===== src/rtl/register_bank_param.sv =====
// ----------------------------------------------------------------------------
// register_bank_param
//
// Parametrised multi-entry register bank placed between the datapath/ALU and
// the operand fetch stage. One clocked write port, two independent registered
// read ports (A/B) and a sequenced bulk-clear engine that zeroes one entry per
// cycle while busy_o... (busy) is high.
//
// Parameters:
//   WIDTH      data width of each register
//   DEPTH      number of registers (2..2**ADDR_W)
//   ADDR_W     address width
//   ZERO_REG0  1: register 0 always reads 0 and ignores writes
//
// Ports:
//   clk              rising-edge clock
//   rst_n            asynchronous active-low reset
//   we/waddr/wdata   write port (dropped while busy, out of range, or reg 0
//                    when ZERO_REG0=1)
//   re_a/raddr_a     read port A request, rdata_a registered result
//   re_b/raddr_b     read port B request, rdata_b registered result
//   clr_req          single-cycle request to zero all registers
//   busy             high while the clear sequence runs
//
// Build option:
//   REGBANK_BYPASS_EN  when defined, a read whose address matches a legal
//                      write on the same edge returns the write data instead
//                      of the old contents.
// ----------------------------------------------------------------------------
module register_bank_param #(
    parameter int WIDTH     = 32,
    parameter int DEPTH     = 32,
    parameter int ADDR_W    = 5,
    parameter bit ZERO_REG0 = 1'b0
) (
    input  logic              clk,
    input  logic              rst_n,
    input  logic              we,
    input  logic [ADDR_W-1:0] waddr,
    input  logic [WIDTH-1:0]  wdata,
    input  logic              re_a,
    input  logic [ADDR_W-1:0] raddr_a,
    output logic [WIDTH-1:0]  rdata_a,
    input  logic              re_b,
    input  logic [ADDR_W-1:0] raddr_b,
    output logic [WIDTH-1:0]  rdata_b,
    input  logic              clr_req,
    output logic              busy
);

    typedef enum logic {
        IDLE  = 1'b0,
        CLEAR = 1'b1
    } state_e;

    // One extra bit so DEPTH == 2**ADDR_W is representable in the range test.
    localparam logic [ADDR_W:0]   DEPTH_X  = (ADDR_W + 1)'(DEPTH);
    localparam logic [ADDR_W-1:0] LAST_IDX = ADDR_W'(DEPTH - 1);

    state_e            state_q, state_d;
    logic [ADDR_W-1:0] cnt_q, cnt_d;
    logic [WIDTH-1:0]  mem_q [DEPTH];
    logic [WIDTH-1:0]  rdata_a_q, rdata_a_d;
    logic [WIDTH-1:0]  rdata_b_q, rdata_b_d;
    logic              clearing;
    logic              write_ok;

    function automatic logic in_range(input logic [ADDR_W-1:0] a);
        return ({1'b0, a} < DEPTH_X);
    endfunction

    function automatic logic is_zero_reg(input logic [ADDR_W-1:0] a);
        return (ZERO_REG0 && (a == '0));
    endfunction

    // Clear FSM state and sweep counter.
    always_ff @(posedge clk or negedge rst_n) begin
        if (!rst_n) begin
            state_q <= IDLE;
            cnt_q   <= '0;
        end else begin
            state_q <= state_d;
            cnt_q   <= cnt_d;
        end
    end

    // Requests arriving while already clearing are ignored; the sweep ends
    // after zeroing entry DEPTH-1 so the counter never wraps.
    always_comb begin
        state_d = state_q;
        cnt_d   = cnt_q;
        case (state_q)
            IDLE: begin
                if (clr_req) begin
                    state_d = CLEAR;
                    cnt_d   = '0;
                end
            end
            CLEAR: begin
                if (cnt_q == LAST_IDX) begin
                    state_d = IDLE;
                    cnt_d   = '0;
                end else begin
                    cnt_d = cnt_q + ADDR_W'(1);
                end
            end
            default: begin
                state_d = IDLE;
                cnt_d   = '0;
            end
        endcase
    end

    always_comb begin
        clearing = (state_q == CLEAR);
        busy     = clearing;
    end

    assign write_ok = we && !clearing && in_range(waddr) && !is_zero_reg(waddr);

    // Storage. A legal write and a clear step are mutually exclusive since
    // writes are only accepted while idle; a write on the clr_req edge lands
    // first and is then swept by the clear.
    always_ff @(posedge clk or negedge rst_n) begin
        if (!rst_n) begin
            for (int i = 0; i < DEPTH; i++) begin
                mem_q[i] <= '0;
            end
        end else begin
            if (write_ok) begin
                mem_q[waddr] <= wdata;
            end
            if (clearing) begin
                mem_q[cnt_q] <= '0;
            end
        end
    end

    // Read ports hold their last value when not enabled.
    always_comb begin
        rdata_a_d = rdata_a_q;
        rdata_b_d = rdata_b_q;
        if (re_a) begin
            if (!in_range(raddr_a) || is_zero_reg(raddr_a)) begin
                rdata_a_d = '0;
            end else begin
                rdata_a_d = mem_q[raddr_a];
            end
`ifdef REGBANK_BYPASS_EN
            if (write_ok && (waddr == raddr_a)) begin
                rdata_a_d = wdata;
            end
`endif
        end
        if (re_b) begin
            if (!in_range(raddr_b) || is_zero_reg(raddr_b)) begin
                rdata_b_d = '0;
            end else begin
                rdata_b_d = mem_q[raddr_b];
            end
`ifdef REGBANK_BYPASS_EN
            if (write_ok && (waddr == raddr_b)) begin
                rdata_b_d = wdata;
            end
`endif
        end
    end

    always_ff @(posedge clk or negedge rst_n) begin
        if (!rst_n) begin
            rdata_a_q <= '0;
            rdata_b_q <= '0;
        end else begin
            rdata_a_q <= rdata_a_d;
            rdata_b_q <= rdata_b_d;
        end
    end

    assign rdata_a = rdata_a_q;
    assign rdata_b = rdata_b_q;

endmodule


===== config.mk =====
export PLATFORM = sky130hd
export DESIGN_NAME = register_bank_param
export DESIGN_NICKNAME = d
export VERILOG_FILES = /design/src/rtl/register_bank_param.sv
export SDC_FILE = /design/constraint.sdc
export NUM_CORES = 2
export LEC_CHECK = 0
export BUFFER_PORTS_ARGS = -buffer_cell sky130_fd_sc_hd__buf_2
export CAP_MARGIN = 10
export CORE_MARGIN = 2
export CORE_UTILIZATION = 30
export CTS_CLUSTER_SIZE = 20
export DETAILED_ROUTE_END_ITERATION = 8
export PLACE_DENSITY = 0.47
export SLEW_MARGIN = 30
export SYNTH_ARGS = -nofsm -noshare
export SYNTH_HDL_FRONTEND = slang
export SYNTH_SLANG_ARGS = --single-unit

===== constraint.sdc =====
create_clock -name clk -period 2.35 [get_ports clk]
set_input_delay 0.235 -clock clk [delete_from_list [all_inputs] [get_ports clk]]
set_output_delay 0.235 -clock clk [all_outputs]
set_load 0.01 [all_outputs]

---- Word level (Yosys, flattened, before mapping) ----
Index checks and enable logic that the tools add are counted.
operators by class
  bitwise gates (word level) .............. 7
  add/sub/neg operators ................... 1
  mux-type cells .......................... 19
  magnitude comparators ................... 6
  equality and inequality tests ........... 2
  reduce and logical (&&, ||, !) cells .... 4
operators by type and width
  cell                                                       count
  two-way mux 1024 bit                                       2
  bitwise AND 1024 bit                                       1
  bitwise mux 1024 bit                                       1
  inverter 1024 bit                                          1
  binary-select mux 32 bit (select 5 bit)                    2
  demux 32 bit (select 5 bit)                                2
  two-way mux 32 bit                                         6
  greater-or-equal comparator 6 bit (second input constant)  4
  inverter 5 -> 6 bit                                        4
  < comparator 6 x 1 -> 1 bit (second input constant)        2
  two-way mux 5 bit                                          2
  case mux 5 bit (2 select lines)                            1
  adder 5 x 1 -> 5 bit (second input constant)               1
  == test 5 bit (second input constant)                      1
  logical AND 1 bit                                          3
  two-way mux 1 bit                                          2
  != test 2 bit (second input constant)                      1
  case mux 1 bit (2 select lines)                            1
  logical NOT 1 bit                                          1
  inverter 1 bit                                             1
storage, ports and cells
  flip-flop bits (word level) ............. 1094
  bits of input ports ..................... 53
  word-level logic and storage cells ...... 75
  output and inout bits ................... 65

---- Longest topological paths before layout ----
  depth after elaboration ................. 9
  gate-level depth with buffers ........... 8
  mapped depth without buffers ............ 7

---- Worst setup path before layout ----
No wires, ideal clock.
  path kind ............................... register to register
  from .................................... register state_q (netlist: busy)
  to ...................................... register mem_q[100] (netlist name)
  library setup time ...................... 0.078 ns
  path buffers ............................ 2
  path slack .............................. 0.630 ns
  cell stages (with the launch flop) ...... 8
  clock period less this slack ............ 1.720 ns
  arrival time ............................ 1.642 ns
  required time ........................... 2.272 ns
  path through ............................ dfrtp_1 > nand2b_4 > or3_1 > buf_6 > nor2_8 > buf_4 > nand2_1 > a21oi_1
between the ends
  cells in the longest elaborated chain, start to end .. 5
ends and longest elaborated chain
  what                                   line  RTL
  start, declared                        60    state_e state_q, state_d;
  start signal, assigned                 82    state_q <= state_d;
  logical NOT 1 bit                      119   assign write_ok = we && !clearing && in_range(waddr) && !is_zero_reg(waddr);
  logical AND 1 bit                      119
  two-way mux 1024 bit                   130   if (write_ok) begin
  bitwise AND 1024 bit (no source line)  -
  two-way mux 1024 bit *                 133   if (clearing) begin
  end signal, assigned by index          131   mem_q[waddr] <= wdata;
  end, declared                          62    logic [WIDTH-1:0] mem_q [DEPTH];
Every way passes the cells marked *; elsewhere a longest branch is shown, timed or not.
A chain may end at the register's enable or synchronous reset.

---- Final worst setup path ----
  from .................................... register cnt_q[4]
  to ...................................... register mem_q[912] (netlist name)
between the ends
  cells in the longest elaborated chain, start to end .. 8
  elaborated cells between the ends (all ways) .. 9
  classes of those cells .................. order compare: 2; mux: 3; bitwise: 3; reduce/logical: 1
ends and longest elaborated chain
  what                                                                                                           line  RTL
  start, declared                                                                                                61    logic [ADDR_W-1:0] cnt_q, cnt_d;
  start signal, assigned                                                                                         83    cnt_q <= cnt_d;
  inverter 5 -> 6 bit (implied by the code) *                                                                    134   mem_q[cnt_q] <= '0;
  greater-or-equal comparator 6 bit (implied by the code) / < comparator 6 x 1 -> 1 bit (equally long branches)  134
  logical AND 1 bit (implied by the code)                                                                        134
  two-way mux 32 bit (implied by the code)                                                                       134
  demux 32 bit (select 5 bit) *                                                                                  134
  inverter 1024 bit (no source line) *                                                                           -
  bitwise AND 1024 bit (no source line) *                                                                        -
  two-way mux 1024 bit *                                                                                         133
Marked as above.

==> impl_metrics.ini <==
[logic_synthesis]
synth_edf_count = 0
synth_area_leaders = dfrtp_1 (45%), mux2i_1 (17%), nand2_1 (13%)
syn_inst = 6924
synth_cell_types = 38
synth_fp_nets = 6982
netlist_area_sq_um = 60900
synthXorXnorAreaFrac = 0
synthArstFlopShare = 1.00
synth-compound-area-share = 0.169
synth.most_common_cell = nand2_1
synth.mux.area_fraction = 0.180
yosysTopAreaCellShare = 0.449
ys_top_cells_by_count = nand2_1 (2091), a21oi_1 (1280), dfrtp_1 (1094)
yosys_warnings = 0
synth-seq-cells = 1094
synth_top_cell_by_area = dfrtp_1
yosys.area_share.simple = 0.148
synthAdderAreaFrac = 0.00103
synth_top_flop_cell = dfrtp_1
synth_top_family_by_area = multiplexers
synth-seq-area-share = 0.449
syn_avg_cell_area_sq_um = 8.80

[cts]
cts_buffers = 134
root_buffer = clkbuf_16
cts_tree = done
htreeDepth = 4
cts_buffer_depth = 3
clock-sinks = 1094
worstSkewPairLatency_ns = 0.82
cts.clk_slew.worst_paths_ns = 0.06

[timing]
setup_slack_ns = 0.129
drv_slew = 0
slew_headroom = 0.380
finalSetupViolations = 0
layout_min_cycle_time_ns = 2.22
worst_slew_pin_slew_ns = 0.931
fin_worst_skew_ns = 0.0314
post-route-period-util = 0.945
fmax_mhz = 450
finalSetupTns_ns = 0
rsz0062_at_grt = false
hold_violations = 0

[global_route]
grt_max_degree = 113
grt_pass1_vias = 55470
antenna_found_initial = 9
gr-total-overflow = 0
track_usage = 0.284
grt_pass1_wl_um = 422000

[place]
gp_congestion = 0.894
io_buffers = 117
dpl.hpwl_um = 190000
dp_worst_setup_slack_ns = -0.178

[layout]
drive_above_1_share = 0.140
area_growth_syn_to_layout_pct = 20.0
nets = 7121

[drt]
wl_um = 299000
drtIter0Drc = 6202
via_per_inst = 5.77
drt-pass1-iter-count = 9
ant_nets = 0
drcViolationCount = 2
via_count = 56751
post_drt_wl_per_cell_um = 30.4

[job]
drv_cap = 0

[critical_path]
critPathMaxFanout = 20
critical_path_class = register to register
worst-r2r-cell-count = 5
cp-start-kind = register
end_kind = register
cp.arrival_ns = 2.87
worstPathRequired_ns = 3.00

[die]
die_w_um = 455
ios = 118
rows = 165
start_util = 0.301
die-area_sq_um = 207000
core_region_area_sq_um = 202000
die_h_um = 455

[worst_hold_path]
min_path_cells = 3
hold_path.class = input pin to register

[power]
powerDensity_nw_per_um2 = 792
ir_drop_mv = 0.610
power_leakage_nw = 32.2

[run_status]
violations = design-rule violations
status = complete, but fails checks
through the flow:
stage	cells	utilization	power, W	hold WS (ns)	area (sq um)
global placement	9573	0.338	0.0364	0.175	68400
CTS	9833	0.362	0.0580	0.00141	73100
floorplan	6924	-	0.0307	-0.0606	60900
finish	9839	0.362	0.0579	0.0425	73100
detailed placement	9573	0.338	0.0367	0.172	68400
global route	9837	0.362	0.0602	0.0516	73100
area by class of cell:
type / count / area [sq um]
antenna: 6 / 15.0
clock buffer: 198 / 3920
clock inverter: 36 / 495
fill: 20336 / 129000
inverter: 4 / 15.0
multi-input combinational: 5171 / 30800
sequential: 1094 / 27400
tap: 2672 / 3340
timing repair buffer: 658 / 7090
power breakdown:
part           internal [W]  switching (W)  leakage [nW]  total [W]
Sequential           0.0216        0.00248          15.0     0.0241
Clock                0.0123        0.00904          2.16     0.0213
Combinational       0.00480        0.00772          15.0     0.0125
Total                0.0387         0.0192          32.2     0.0579
cells in the final DEF, fill, tap and decap left out, types with 5 or more instances in the layout:
cell,instances
nor2_1,5
buf_12,188
diode_2,6
buf_4,327
clkbuf_1,34
dfrtp_1,1094
nand3_1,9
nand2_1,2073
o21ai_0,5
bufinv_16,6
nand2b_1,6
mux2i_1,1024
clkinv_2,12
buf_2,114
mux2_2,64
nor4_1,64
nor2_8,7
clkbuf_16,136
a21oi_1,1280
nor2_4,53
ha_1,5
clkbuf_8,28
dlygate4sd3_1,26
a22oi_1,512
nor3_2,7
nand2_2,18
inv_6,5
final timing paths:
kind | startpoint | to | slack (ns)
setup / recovery | cnt_q[4] | mem_q[912] | 0.13
hold / removal | wdata[1] | mem_q[545] | 0.04
setup reg to reg | cnt_q[4] | mem_q[912] | 0.13
hold reg to reg | rdata_a[8] | rdata_a[8] | 0.50
max in group asynchronous | rst_n | mem_q[638] | 0.97
min in group asynchronous | rst_n | mem_q[322] | 0.19
worst max-delay path: stages (launching register included):
cell,delay [ns]
dfrtp_1,0.52
inv_1,0.27
nand3_1,0.42
nor2_4,0.21
buf_4,0.44
a21oi_1,0.10
layer usage:
metal	wire length [um]	part of all wire	GRT usage	vias up
li1	-	-	-	24300
met1	121000	0.41	0.371	28643
met2	135000	0.45	0.449	3033
met3	24500	0.082	0.0506	773
met4	17400	0.058	0.145	2
met5	13	0.000044	0	-
flip-flops by register name, summed over array words and instances, names as in the netlist:
name and count:
mem_q 1024, rdata_a 32, rdata_b 32, cnt_q 5
busy 1
repair_timing:
action,CTS,global route
resized for setup,0,0
hold buffers,26,0
buffers inserted,0,0
endpoints found under the hold margin,1234,0
kinds of logic after synthesis:
group / Yosys count
AND/OR/NAND/NOR: 2278
AO/OA/AOI/OAI: 1800
flip-flops: 1094
multiplexers: 1088
buffers and inverters: 659
adder cells (fa/ha/maj): 5
Power figures use the tool's default switching activity.
